`src/rtl/alu_pkg.sv`:
```
// alu_pkg: shared definitions for the ALU sharing arbiter.
//   - one-hot ALU op encodings (ADD..SHL)
//   - default operand/opcode widths
//   - arbiter FSM state enum
//   - condition-code register bit indices {C,N,Z}
package alu_pkg;

  localparam int unsigned ALU_DATA_W = 16;
  localparam int unsigned ALU_OP_W   = 8;
  localparam int unsigned ALU_SEL_W  = 7;
  localparam int unsigned CCR_W      = 3;

  localparam logic [ALU_SEL_W-1:0] OP_ADD = 7'b0000001;
  localparam logic [ALU_SEL_W-1:0] OP_SUB = 7'b0000010;
  localparam logic [ALU_SEL_W-1:0] OP_AND = 7'b0000100;
  localparam logic [ALU_SEL_W-1:0] OP_OR  = 7'b0001000;
  localparam logic [ALU_SEL_W-1:0] OP_NOT = 7'b0010000;
  localparam logic [ALU_SEL_W-1:0] OP_SHR = 7'b0100000;
  localparam logic [ALU_SEL_W-1:0] OP_SHL = 7'b1000000;

  localparam int unsigned CCR_Z = 0;
  localparam int unsigned CCR_N = 1;
  localparam int unsigned CCR_C = 2;

  typedef enum logic [1:0] {
    ST_IDLE = 2'd0,
    ST_EXEC = 2'd1,
    ST_DONE = 2'd2
  } state_e;

  // True when exactly one select bit is set.
  function automatic logic is_onehot(input logic [ALU_SEL_W-1:0] sel);
    return (sel != '0) && ((sel & (sel - ALU_SEL_W'(1))) == '0);
  endfunction

endpackage

```
`src/rtl/alu_share_arbiter_rr_pick2.sv`:
```
// rr_pick2: two-way grant picker for the ALU sharing arbiter.
// Build option: ALU_ARB_ROUND_ROBIN_EN
//   defined   - ties go to the port not granted last; pointer moves on each accept
//   undefined - fixed priority, port 0 always wins a tie (no pointer logic)
// Ports:
//   clk, rst  clock, synchronous active-high reset
//   valid     per-port request present
//   accept    a grant was taken this cycle (updates the pointer)
//   grant     one-hot (or zero) grant decision, combinational
module rr_pick2 (
  input  logic       clk,
  input  logic       rst,
  input  logic [1:0] valid,
  input  logic       accept,
  output logic [1:0] grant
);

`ifdef ALU_ARB_ROUND_ROBIN_EN
  // Last granted port; resets to port 1 so port 0 wins the first tie.
  logic last;

  always_ff @(posedge clk) begin
    if (rst) begin
      last <= 1'b1;
    end else if (accept) begin
      last <= grant[1];
    end
  end

  always_comb begin
    grant = valid;
    if (valid == 2'b11) begin
      grant = last ? 2'b01 : 2'b10;
    end
  end
`else
  logic unused_fixed;
  assign unused_fixed = ^{clk, rst, accept};

  always_comb begin
    grant = {valid[1] & ~valid[0], valid[0]};
  end
`endif

endmodule

```
`src/rtl/alu_share_arbiter.sv`:
```
// alu_share_arbiter: shares one combinational ALU between the execute stage
// (port 0) and the stack-pointer/address unit (port 1).
// Build option: ALU_ARB_ROUND_ROBIN_EN (round-robin tie break, see rr_pick2).
// Ports:
//   clk, rst                 clock, synchronous active-high reset
//   req<n>_valid/_ready      request handshake (ready is combinational)
//   req<n>_op/_a/_b          opcode ([7] ALU enable, [6:0] one-hot op), operands
//   rsp<n>_valid             one-cycle response strobe to the granted port
//   rsp_result, rsp_err      shared response payload
//   alu_op, alu_a, alu_b     registered drive to the ALU
//   alu_result, alu_flags    ALU outputs, captured at the end of EXEC
//   ccr                      condition codes {C,N,Z}, port-0 legal ALU ops only
module alu_share_arbiter
  import alu_pkg::*;
#(
  parameter int unsigned DATA_W = ALU_DATA_W,
  parameter int unsigned OP_W   = ALU_OP_W
) (
  input  logic                 clk,
  input  logic                 rst,
  input  logic                 req0_valid,
  output logic                 req0_ready,
  input  logic [OP_W-1:0]      req0_op,
  input  logic [DATA_W-1:0]    req0_a,
  input  logic [DATA_W-1:0]    req0_b,
  input  logic                 req1_valid,
  output logic                 req1_ready,
  input  logic [OP_W-1:0]      req1_op,
  input  logic [DATA_W-1:0]    req1_a,
  input  logic [DATA_W-1:0]    req1_b,
  output logic                 rsp0_valid,
  output logic                 rsp1_valid,
  output logic [DATA_W-1:0]    rsp_result,
  output logic                 rsp_err,
  output logic [ALU_SEL_W-1:0] alu_op,
  output logic [DATA_W-1:0]    alu_a,
  output logic [DATA_W-1:0]    alu_b,
  input  logic [DATA_W-1:0]    alu_result,
  input  logic [CCR_W-1:0]     alu_flags,
  output logic [CCR_W-1:0]     ccr
);

  state_e state;
  state_e state_next;

  logic [1:0]          grant;
  logic                accept;
  logic [OP_W-1:0]     sel_op;
  logic [DATA_W-1:0]   sel_a;
  logic [DATA_W-1:0]   sel_b;
  logic                sel_en;
  logic                sel_legal;

  // Captured request attributes for the op in flight.
  logic                id_q;
  logic                bypass_q;
  logic                err_q;

  rr_pick2 u_pick (
    .clk    (clk),
    .rst    (rst),
    .valid  ({req1_valid, req0_valid}),
    .accept (accept),
    .grant  (grant)
  );

  // Grant is offered in IDLE and DONE only; EXEC blocks both ports.
  always_comb begin
    req0_ready = 1'b0;
    req1_ready = 1'b0;
    if (state != ST_EXEC) begin
      req0_ready = grant[0];
      req1_ready = grant[1];
    end
  end

  assign accept = req0_ready | req1_ready;

  // Select the granted request's payload and classify its opcode.
  always_comb begin
    sel_op    = grant[1] ? req1_op : req0_op;
    sel_a     = grant[1] ? req1_a  : req0_a;
    sel_b     = grant[1] ? req1_b  : req0_b;
    sel_en    = sel_op[ALU_OP_W-1];
    sel_legal = sel_en && is_onehot(sel_op[ALU_SEL_W-1:0]);
  end

  // State register.
  always_ff @(posedge clk) begin
    if (rst) begin
      state <= ST_IDLE;
    end else begin
      state <= state_next;
    end
  end

  // Next-state logic.
  always_comb begin
    state_next = state;
    unique case (state)
      ST_IDLE: if (accept) state_next = ST_EXEC;
      ST_EXEC: state_next = ST_DONE;
      ST_DONE: state_next = accept ? ST_EXEC : ST_IDLE;
      default: state_next = ST_IDLE;
    endcase
  end

  // Request capture, ALU drive and response/ccr capture.
  always_ff @(posedge clk) begin
    if (rst) begin
      id_q       <= 1'b0;
      bypass_q   <= 1'b0;
      err_q      <= 1'b0;
      alu_op     <= '0;
      alu_a      <= '0;
      alu_b      <= '0;
      rsp0_valid <= 1'b0;
      rsp1_valid <= 1'b0;
      rsp_result <= '0;
      rsp_err    <= 1'b0;
      ccr        <= '0;
    end else begin
      alu_op     <= '0;
      rsp0_valid <= 1'b0;
      rsp1_valid <= 1'b0;

      if (accept) begin
        id_q     <= grant[1];
        bypass_q <= ~sel_en;
        err_q    <= sel_en & ~sel_legal;
        alu_a    <= sel_a;
        alu_b    <= sel_b;
        // alu_op is non-zero only during the EXEC cycle of a legal op.
        alu_op   <= sel_legal ? sel_op[ALU_SEL_W-1:0] : '0;
      end

      if (state == ST_EXEC) begin
        rsp0_valid <= ~id_q;
        rsp1_valid <= id_q;
        rsp_err    <= err_q;
        if (bypass_q) begin
          rsp_result <= alu_a;
        end else if (err_q) begin
          rsp_result <= '0;
        end else begin
          rsp_result <= alu_result;
          if (!id_q) begin
            ccr <= alu_flags;
          end
        end
      end
    end
  end

endmodule
```
`config.mk`:
```
export PLATFORM = sky130hd
export DESIGN_NAME = alu_share_arbiter
export DESIGN_NICKNAME = d
export VERILOG_FILES = /design/src/rtl/alu_pkg.sv /design/src/rtl/alu_share_arbiter_rr_pick2.sv /design/src/rtl/alu_share_arbiter.sv
export SDC_FILE = /design/constraint.sdc
export NUM_CORES = 1
export LEC_CHECK = 0
export ABC_CLOCK_PERIOD_IN_PS = 1700
export BUFFER_PORTS_ARGS = -buffer_cell sky130_fd_sc_hd__buf_2
export CORE_AREA = 2 2 105 77
export DETAILED_ROUTE_END_ITERATION = 7
export DIE_AREA = 0 0 107 79
export PLACE_DENSITY = 0.72
export SYNTH_ARGS = -nofsm -noshare
export SYNTH_HDL_FRONTEND = slang
export SYNTH_HIERARCHICAL = 1
export SYNTH_SLANG_ARGS = --single-unit
```
`constraint.sdc`:
```
create_clock -name clk -period 1.7 [get_ports clk]
set_clock_uncertainty 0.1 [all_clocks]
set_input_delay 0.17 -clock clk [delete_from_list [all_inputs] [get_ports clk]]
set_output_delay 0.17 -clock clk [all_outputs]
set_load 0.02 [all_outputs]
```
==> results.md <==
- The flow ran to the end, but the final reports show violations.
- The final reports fail on negative setup slack.
- The post-synthesis net count is 414.
- The clock net in this run drives a total of 66 sinks.
- The cell area after placement is 0.00395 mm2.
- The distinct cell type count of the synthesized netlist is 34.
- In this run the tightest slew margin relative to its limit is 52.2%.
- The power per cell area is 1010 mW/mm2.
- The max capacitance violation total is 0.
- Measured on the finished design, the core utilization comes to 56.7%.
- The register clock-pin slew on the reported worst setup and hold paths is 0.07 ns.
- The synthesis-to-finish area growth is 47.5%.
- TritonCTS built the clock tree.
- The first detailed-routing pass ran for 4 iterations.
- The pin count of the biggest net entering global routing is 36.
- The number of slew-limit violations in the final report is 0.
- At the pin with the least slew margin, the transition time is 0.717 ns.
- The tightest min-delay check is of the in2reg type.
- The aggregate routed wire length is 8660 um.
- The initial antenna violation count is 0.
- The hold path startpoint is req0_op[3].
- The critical path is of the in2reg type.
- The count of nets after finishing is 596.
- The worst setup path is launched from a primary input.
- The cell count after synthesis is 311.
- Setup repair after global routing could not meet its margin everywhere.
- The number of standard cells in the final layout excluding fillers is 599.
- The internal cell power is 0.00309 W.
- The design draws 0.00433 W.
- The wire length of the first global-routing pass is 13500 um.
- The combinational share of power is 21.4%.
- During synthesis, Yosys emitted a total of 6 warnings.
- The fraction of the cycle the final worst path needs is 106%.
- The height of the die is 79 um.
- The cell total after placement is 577.
- After synthesis, the cell types taking the most area are dfxtp_1, mux2i_1, nor2_1.
- The die covers 0.00845 mm2.
- The total count of hold-check failures in the final report was 0.
- Hold is met by 0.0217 ns.
- The iteration-0 DRC count of the detailed router is 192.
- The peak supply drop is 0.438 mV.
- The clock network accounts for 38.0% of the total power.
- The path with the worst hold slack has its endpoint at alu_op[3].
- The tree is rooted in a clkbuf_8.
- The average footprint of a synthesized cell is 9.31 um2.
- The horizontal extent of the die is 107 um.
- The leading area contributor after synthesis is dfxtp_1.
- In this run the deepest clock path goes through 2 buffers.
- Based on the critical path, the design can be clocked at up to 557 MHz.
- The share of total power in sequential cells is 40.6%.
- Detailed routing inserted a total of 3033 vias.
- The number of global-route vias before repair was 2815.
- The leftover overflow at the end of global routing is 0.
- After layout, the worst setup slack is -0.0948 ns.
- The global placement routability congestion is 0.800.
- The required time at the endpoint of the critical path is 1.87 ns.
- The maximum net fanout on the critical path is 8.
- The HPWL after detailed placement is 6280 um.
- The filler cells instantiated in the layout total 678.
- The proportion of netlist area held by the largest area contributor is 45.7%.
- The number of inserted diodes is 0.
- The endpoint of the worst register-to-register path is ccr[2].
- The latest clock arrival within the worst-skew pair is 0.33 ns.
- The total number of H-tree levels is 3.
- Counting cells, the worst reg-to-reg path comes to 5.
- The clock period minus worst slack is 1.79 ns.
- The startpoint identified for the worst register-to-register timing path is bypass_q.
- 166 I/O pins were placed.
- The average detailed-routed wire length per instance is 14.5 um.
- The sort of element at the end of the critical path is a flop.
- The core region area is 0.00753 mm2.
- The finished cells cover 0.00427 mm2.
- STA puts the critical path data arrival time at 1.96 ns.
- The number of buffers inserted during clock tree synthesis is 9.
- The floorplan has 27 rows.
- Port buffering added 165 buffers.
- The residual DRC count is 0.
- The starting density of the core is 38.4%.
- The area of the mapped netlist is 0.00289 mm2.
- Sequential elements use 45.7% of the synthesized area.
- In the global route stage, overall resource usage came out at 20.2%.
- Of the total power, the share spent switching nets is 28.5%.
- The leakage power of the design is 2.02 nW.
- Dividing the detail-routed via count by the number of cells gives 5.06.
- The switching power is 0.00123 W.
- The number of cells on the worst hold path is 3.
- Counting flops and latches in the post-synthesis netlist gives 66.
- Setup violations remaining at the end of the flow were counted as 8.
- The fraction of final layout cells sized beyond drive strength 1 is 43.8%.
- Once detail routing completed, the nets flagged for antenna violations numbered 0.
- The minimum setup slack among reg-to-reg paths is 0.23 ns.
[cell usage after synthesis]
master	n
or3b_1	3
nor2_1	65
nand3b_1	2
nor2b_4	1
mux2i_1	43
buf_2	4
nand3_1	3
nand2_1	7
dfxtp_1	66
a221oi_1	16
buf_4	1
clkdlybuf4s50_2	1
a222oi_1	1
clkbuf_1	17
and2b_2	1
o21ai_1	1
o211ai_1	2
nor4_1	1
and3_1	1
nand2b_1	1
o21ai_0	2
nor3_4	1
or3_1	3
buf_1	2
and2_1	2
nor3b_1	1
a21oi_1	3
o2111ai_2	1
nor3_1	20
inv_1	2
a22oi_1	1
buf_6	3
a211oi_1	32
o32a_1	1
[final cells by class]
cell class / instances / area (um2) / share of cell area, %
inverters: 2 / 7.51 / 0.176
repair buffers: 199 / 1130 / 26.5
multi-input cells: 215 / 1430 / 33.6
well taps: 101 / 126 / 2.96
clock buffers: 10 / 138 / 3.22
clock inverters: 6 / 113 / 2.64
flip-flops and latches: 66 / 1320 / 30.9
[cells in the final DEF, fill, tap and decap left out, types with 3 or more instances in the layout]
master / netlist / final
dlygate4sd3_1: 0 / 4
bufinv_16: 0 / 3
nor2_1: 65 / 63
clkbuf_8: 0 / 10
dfxtp_1: 66 / 66
a21oi_1: 3 / 3
buf_6: 3 / 3
a211oi_1: 32 / 32
nand3_1: 3 / 3
mux2i_1: 43 / 43
nor3_1: 20 / 20
nand2_1: 7 / 7
buf_2: 4 / 164
a221oi_1: 16 / 16
or3b_1: 3 / 3
buf_4: 1 / 26
or3_1: 3 / 3
[sequential cells by signal, indices dropped and copies added (netlist names)]
name / flops
alu_a: 16
alu_b: 16
alu_op: 7
bypass_q: 1
ccr: 3
err_q: 1
id_q: 1
rsp0_valid: 1
rsp1_valid: 1
rsp_err: 1
rsp_result: 16
state: 2
[metrics by stage]
stage          TNS, ns  setup slack [ns]
3_5_place_dp    -10.57            -0.434
3_3_place_gp     -7.22            -0.347
2_1_floorplan    -1.05            -0.150
6_report        -0.542           -0.0948
5_1_grt          -1.34            -0.197
4_1_cts         -0.547            -0.102
[power by group through the flow]
| stage | logic (W) | clock network (W) | registers [W] |
|---|---|---|---|
| after floorplan | 0.000388 | 0 | 0.00191 |
| after global placement | 0.000894 | 0 | 0.00178 |
| after detailed placement | 0.000910 | 0 | 0.00179 |
| after CTS | 0.000929 | 0.00168 | 0.00175 |
| after global routing | 0.00101 | 0.00175 | 0.00177 |
| final | 0.000928 | 0.00164 | 0.00176 |
[kinds of logic (layout without fill, tap and decap cells)]
kind of cell           count (synthesis)  after routing  synth area share, %
and+or+nand+nor                      112            112                 18.1
muxes                                 43             43                 14.9
buffers and inverters                 30            217                 5.23
DFF                                   66             66                 45.7
AOI/OAI and AO/OA                     60             60                 16.2
[routing by layer]
metal	wire length, um	track usage (%)	share of wire, %
met1	3880	26.3	45
met3	622	5.75	7.2
met2	4040	32.5	47
met4	116	6.23	1.3
met5	0	0	0
[what timing repair did]
item | in CTS | in global routing
pin swaps | 4 | 3
endpoints found under the hold margin | 4 | 0
hold buffers | 4 | 0
resized for setup | 5 | 1
endpoints found under the setup margin | 24 | 10
cloned | 0 | 1
buffers inserted | 1 | 0
[worst max-delay path by stage]
stage / from / endpoint / slack (ns)
floorplan: req1_valid / alu_op[0] / -0.15
global placement: req0_valid / alu_op[6] / -0.35
detailed placement: req0_valid / alu_op[5] / -0.43
CTS: req0_valid / alu_op[5] / -0.10
global route: req0_valid / alu_op[5] / -0.20
finish: req0_valid / alu_op[5] / -0.09
[worst max-delay path, cell delays in order]
cell	delay, ns
buf_6	0.10
nor2b_4	0.19
or3b_1	0.38
a222oi_1	0.36
mux2i_1	0.34
o2111ai_2	0.26
nor2_1	0.17
Power figures use the tool's default switching activity.
